## config.mk

```make
export PLATFORM = sky130hd
export DESIGN_NAME = jtframe_mixer_fader
export DESIGN_NICKNAME = d
export VERILOG_FILES = /design/src/rtl/jtframe_mixer_fader.sv
export SDC_FILE = /design/constraint.sdc
export NUM_CORES = 1
export LEC_CHECK = 0
export ABC_AREA = 1
export CAP_MARGIN = 15
export CORE_UTILIZATION = 53
export DETAILED_ROUTE_END_ITERATION = 12
export PLACE_DENSITY = 0.73
export REMOVE_ABC_BUFFERS = 1
export SYNTH_ARGS = -nofsm -noshare
export SYNTH_HDL_FRONTEND = slang
export SYNTH_SLANG_ARGS = --single-unit
export TNS_END_PERCENT = 5
```

## constraint.sdc

```tcl
create_clock -name clk -period 5.4 [get_ports clk]
set_clock_uncertainty 0.05 [all_clocks]
set_input_delay 0.54 -clock clk [delete_from_list [all_inputs] [get_ports clk]]
set_output_delay 0.54 -clock clk [all_outputs]
set_load 0.05 [all_outputs]
```

## src/rtl/jtframe_mixer_fader.sv

```systemverilog
// rtl/jtframe_mixer_fader.sv - per-channel gain ramp controller with peak limiter for the 4-channel mixer
module jtframe_mixer_fader #(
  parameter logic [7:0] DEFAULT_GAIN = 8'h10,
  parameter int         RATE_W       = 8
) (
  input  logic       clk,
  input  logic       rst,
  input  logic       cen,
  input  logic       wr,
  input  logic [2:0] addr,
  input  logic [7:0] din,
  input  logic       peak,
  output logic [7:0] gain0,
  output logic [7:0] gain1,
  output logic [7:0] gain2,
  output logic [7:0] gain3,
  output logic       busy,
  output logic       settled
);

  typedef enum logic [2:0] {IDLE, S0, S1, S2, S3} state_t;

  state_t            state, state_nx;
  logic [7:0]        target [4];
  logic [7:0]        gain   [4];
  logic [RATE_W-1:0] rate, div;
  logic [7:0]        step;
  logic              lim_en, peak_l;
  logic              snap, tick, upd;
  logic [1:0]        ch;

  // Snap is a strobe carried by a ctrl write; it is never stored.
  assign snap = wr && (addr == 3'd6) && din[1];
  assign tick = cen && (state == IDLE) && (div == '0);

  // One step of a channel: limiter decay, or a bounded move toward the target.
  function automatic logic [7:0] next_gain(input logic [7:0] g, input logic [7:0] t,
                                           input logic [7:0] s, input logic lim);
    logic [8:0] g9, t9, s9;
    logic [7:0] r;
    g9 = {1'b0, g};
    t9 = {1'b0, t};
    s9 = {1'b0, s};
    r  = g;
    if (lim)          r = (g == 8'd0) ? 8'd0 : g - 8'd1;
    else if (g9 < t9) r = (s9 < t9 - g9) ? 8'(g9 + s9) : t;
    else if (g9 > t9) r = (s9 < g9 - t9) ? 8'(g9 - s9) : t;
    return r;
  endfunction

  // State register of the channel scanner.
  always_ff @(posedge clk or posedge rst) begin
    if (rst) state <= IDLE;
    else     state <= state_nx;
  end

  // Scanner sequencing: each busy cen updates one channel, snap aborts the scan.
  always_comb begin
    state_nx = state;
    upd      = 1'b0;
    ch       = 2'd0;
    case (state)
      IDLE: if (tick) state_nx = S0;
      S0:   if (cen) begin state_nx = S1;   upd = 1'b1; ch = 2'd0; end
      S1:   if (cen) begin state_nx = S2;   upd = 1'b1; ch = 2'd1; end
      S2:   if (cen) begin state_nx = S3;   upd = 1'b1; ch = 2'd2; end
      S3:   if (cen) begin state_nx = IDLE; upd = 1'b1; ch = 2'd3; end
      default: state_nx = IDLE;
    endcase
    if (snap) begin
      state_nx = IDLE;
      upd      = 1'b0;
    end
  end

  // Tick divider: counts idle cen pulses; it freezes while a scan runs.
  always_ff @(posedge clk or posedge rst) begin
    if (rst)                          div <= '0;
    else if (snap)                    div <= rate;
    else if (cen && state == IDLE)    div <= (div == '0) ? rate : div - 1'b1;
  end

  // CPU-visible registers; writes are accepted on any clk edge.
  always_ff @(posedge clk or posedge rst) begin
    if (rst) begin
      for (int i = 0; i < 4; i++) target[i] <= DEFAULT_GAIN;
      rate   <= '0;
      step   <= 8'd1;
      lim_en <= 1'b0;
    end else if (wr) begin
      case (addr)
        3'd0, 3'd1, 3'd2, 3'd3: target[addr[1:0]] <= din;
        3'd4: rate   <= din[RATE_W-1:0];
        3'd5: step   <= (din == 8'd0) ? 8'd1 : din;
        3'd6: lim_en <= din[0];
        default: ;
      endcase
    end
  end

  // Live gains: snap jumps to the targets, otherwise the scanned channel steps.
  always_ff @(posedge clk or posedge rst) begin
    if (rst) begin
      for (int i = 0; i < 4; i++) gain[i] <= DEFAULT_GAIN;
    end else if (snap) begin
      for (int i = 0; i < 4; i++) gain[i] <= target[i];
    end else if (upd) begin
      gain[ch] <= next_gain(gain[ch], target[ch], step, lim_en && peak_l);
    end
  end

  // Peak latch: a new peak outranks the end-of-scan clear.
  always_ff @(posedge clk or posedge rst) begin
    if (rst)                        peak_l <= 1'b0;
    else if (snap)                  peak_l <= 1'b0;
    else if (cen && peak)           peak_l <= 1'b1;
    else if (cen && state == S3)    peak_l <= 1'b0;
  end

  assign gain0   = gain[0];
  assign gain1   = gain[1];
  assign gain2   = gain[2];
  assign gain3   = gain[3];
  assign busy    = (state != IDLE);
  assign settled = (gain[0] == target[0]) && (gain[1] == target[1]) &&
                   (gain[2] == target[2]) && (gain[3] == target[3]);

endmodule

```

==> flow_summary.ini <==
[setup_path]
critPathLaunch = cen
cp_common_cell = nand2_1
cp_top_family = simple AND/OR/NAND/NOR gates
cp-start-kind = primary input
cp_num_buf_inv = 7
cp_slowest_cell = clkdlybuf4s50_1
cp.depth = 28
crit_path_end_kind = register
cp.required_ns = 5.62
crit_fanout = 15
r2r_end = gain0[1]
endpoint = gain0[1]
critPathKind = in -> reg
r2r_slack_ns = 0.48
arrival_ns = 5.22
max_stage_delay_ns = 0.55
worstReg2RegStart = state[1]
reg2reg_depth = 31

[synth]
synth_warnings = 0
synth-edff-count = 0
ys_seq_area_frac = 0.317
syn-cell-area_um2 = 7370
synth-async-reset-ratio = 1.00
avgSynthCellArea_um2 = 7.29
ys_ff_latch = 93
synthCells = 1012
ys.flop_type = dfrtp_1
synth.distinct_cells = 54

[floorplanning]
boundaryPins = 50
rows = 42
core-area_um2 = 13400
die_h_um = 120
dieArea_um2 = 14400
start_util = 0.550
die_w_um = 120

[clock_network]
clk-insertion-delay-late_ns = 0.35
cts_hold_buffers = 0
cts_tree = built
h-tree-depth = 3
cts_buffer_depth = 2
root_buffer = clkbuf_16
cts_made_buffers = 9
cts.sinks = 93
clk_pin_slew_ns = 0.06

[global_routing]
first_global_vias = 6533
track_usage = 0.312
overflow = 0
grt_pass1_wl_um = 34500
grt_max_degree = 58
grt_antenna_before_repair = 0

[cells_and_area]
final_core_util = 0.636
fin_nets = 1147
drive_gt1_frac = 0.114
area_growth_pct = 15.6

[placed_design]
place_hpwl_um = 16800
io_buffers = 49
globalplace.congestion = 0.943

[sta]
clock.fmax_mhz = 200
setup_viol = 0
period_needed_ns = 5.00
hold_viol = 0
finalCritPeriodShare = 0.925
tightestPinTransition_ns = 0.964
rsz0062_at_grt = false
relSlewSlack = 0.353
drv_slew = 0

[drt]
viasPerCell = 5.61
wl_um = 21700
vias = 7085
drt_iter0_drc = 667
ant_nets = 0
drc = 0
drtPass1Iterations = 5
avgRoutedWirePerCell_um = 17.2

[job]
drv_cap = 0

[hold_path]
hold_class = reg -> reg
holdPathStages = 2

[outcome]
status = completed
[Yosys cell counts (3+ instances only)]
cell type    n  area share
nand2_1    274        0.14
inv_1      103       0.052
dfrtp_1     84        0.29
nand3_1     79       0.054
o21ai_0     77       0.052
nor2_1      59       0.030
a21oi_1     51       0.035
ha_1        48       0.081
xor2_1      38       0.045
nand2_2     18       0.015
clkbuf_1    15      0.0076
nand4_1     12       0.010
xnor2_1     12       0.014
o211ai_1    11       0.011
dfstp_2      9       0.032
o21ai_1      9      0.0061
nand3_2      8       0.011
or2_2        8      0.0068
nor3_1       7      0.0048
inv_2        6      0.0031
o22ai_1      6      0.0051
a21oi_2      5      0.0059
a31oi_1      5      0.0042
nor2_2       5      0.0042
o31ai_1      5      0.0051
buf_6        4      0.0061
clkinv_1     4      0.0020
nand2_4      4      0.0061
a211oi_1     3      0.0031
fa_1         3      0.0081
nand3b_1     3      0.0031
nor4_1       3      0.0025
o21bai_1     3      0.0031
[cell usage in the layout, fill, tap and decap left out, types with 3 or more instances in the layout]
cell / count
clkdlybuf4s50_1: 49
a31oi_1: 5
o21ai_0: 77
o22ai_1: 6
xor2_1: 38
o21ai_1: 9
clkbuf_1: 3
nor2_2: 5
nand2_4: 3
o31ai_1: 5
dfrtp_1: 84
clkinv_1: 4
dfstp_2: 9
nand3_2: 8
ha_1: 48
fa_1: 3
nor4_1: 3
nor2_4: 3
clkbuf_16: 9
nand2_1: 274
buf_4: 33
nand4_1: 12
a21oi_1: 51
inv_1: 102
nand2_2: 18
nor3_1: 7
or2_2: 8
a211oi_1: 3
nor2_1: 58
xnor2_1: 12
nand3_1: 79
nand3b_1: 3
a21oi_2: 5
o211ai_1: 11
inv_2: 6
[how the worst min path moves through the flow]
| stage | endpoint | slack (ns) | startpoint |
|---|---|---|---|
| 2_1_floorplan | rate[2] | 0.40 | rate[2] |
| 3_3_place_gp | rate[2] | 0.42 | rate[2] |
| 3_5_place_dp | rate[0] | 0.42 | rate[0] |
| 4_1_cts | rate[0] | 0.44 | rate[0] |
| 5_1_grt | rate[2] | 0.47 | rate[2] |
| 6_report | rate[0] | 0.44 | rate[0] |
[per-layer routing]
metal	GRT usage	wire length [um]	vias up
li1	-	-	3481
met1	0.423	9530	3282
met2	0.493	9830	273
met3	0.0494	1500	49
met4	0.130	814	0
met5	0	0	-
[flip-flops by register name, summed over array words and instances (netlist names)]
register,flops
gain3,8
state,3
peak_l,1
lim_en,1
div,8
gain2,8
step,8
rate,8
target,32
gain1,8
gain0,8
[area by class of cell]
cell class | instances | area (um^2)
fill | 1233 | 4880
inverter | 113 | 427
clock inverter | 3 | 68.8
tap | 176 | 220
clock buffer | 13 | 250
sequential | 93 | 2340
antenna | 1 | 2.50
multi-input combinational | 781 | 4480
timing repair buffer | 82 | 738
[metrics by stage]
stage / hold WS (ns) / setup slack (ns) / cells / TNS, ns / instance area, um^2
4_1_cts: 0.440 / 0.350 / 1261 / 0 / 8490
6_report: 0.440 / 0.403 / 1262 / 0 / 8520
3_3_place_gp: 0.421 / 0.0672 / 1245 / 0 / 8180
3_5_place_dp: 0.424 / -0.00183 / 1245 / -0.00183 / 8180
5_1_grt: 0.467 / 0.0258 / 1261 / 0 / 8520
2_1_floorplan: 0.398 / 0.951 / 987 / 0 / 7210
[logic make-up (layout without fill, tap and decap cells)]
group                      after synthesis  count (layout)  share of synthesized area
AOI/OAI and AO/OA                      190             190                      0.150
and+or+nand+nor                        490             490                      0.305
adders and majority gates               51              51                     0.0896
other                                    0               1                          0
buffers and inverters                  138             211                     0.0794
DFF                                     93              93                      0.317
xor gates and xnor gates                50              50                     0.0594
[worst min-delay path, cell delays in order (launching register included)]
cell     delay, ns
dfrtp_1       0.34
nand2_1       0.05
o21ai_0       0.06
[repair_timing]
action / in CTS / in global routing
buffers inserted: 0 / 0
gates resized for setup: 0 / 4
endpoints found under the setup margin: 0 / 30
Power is left out: the tool's default activity adds up to more than one toggle a clock period on the data nets, which glitch-free logic cannot reach.
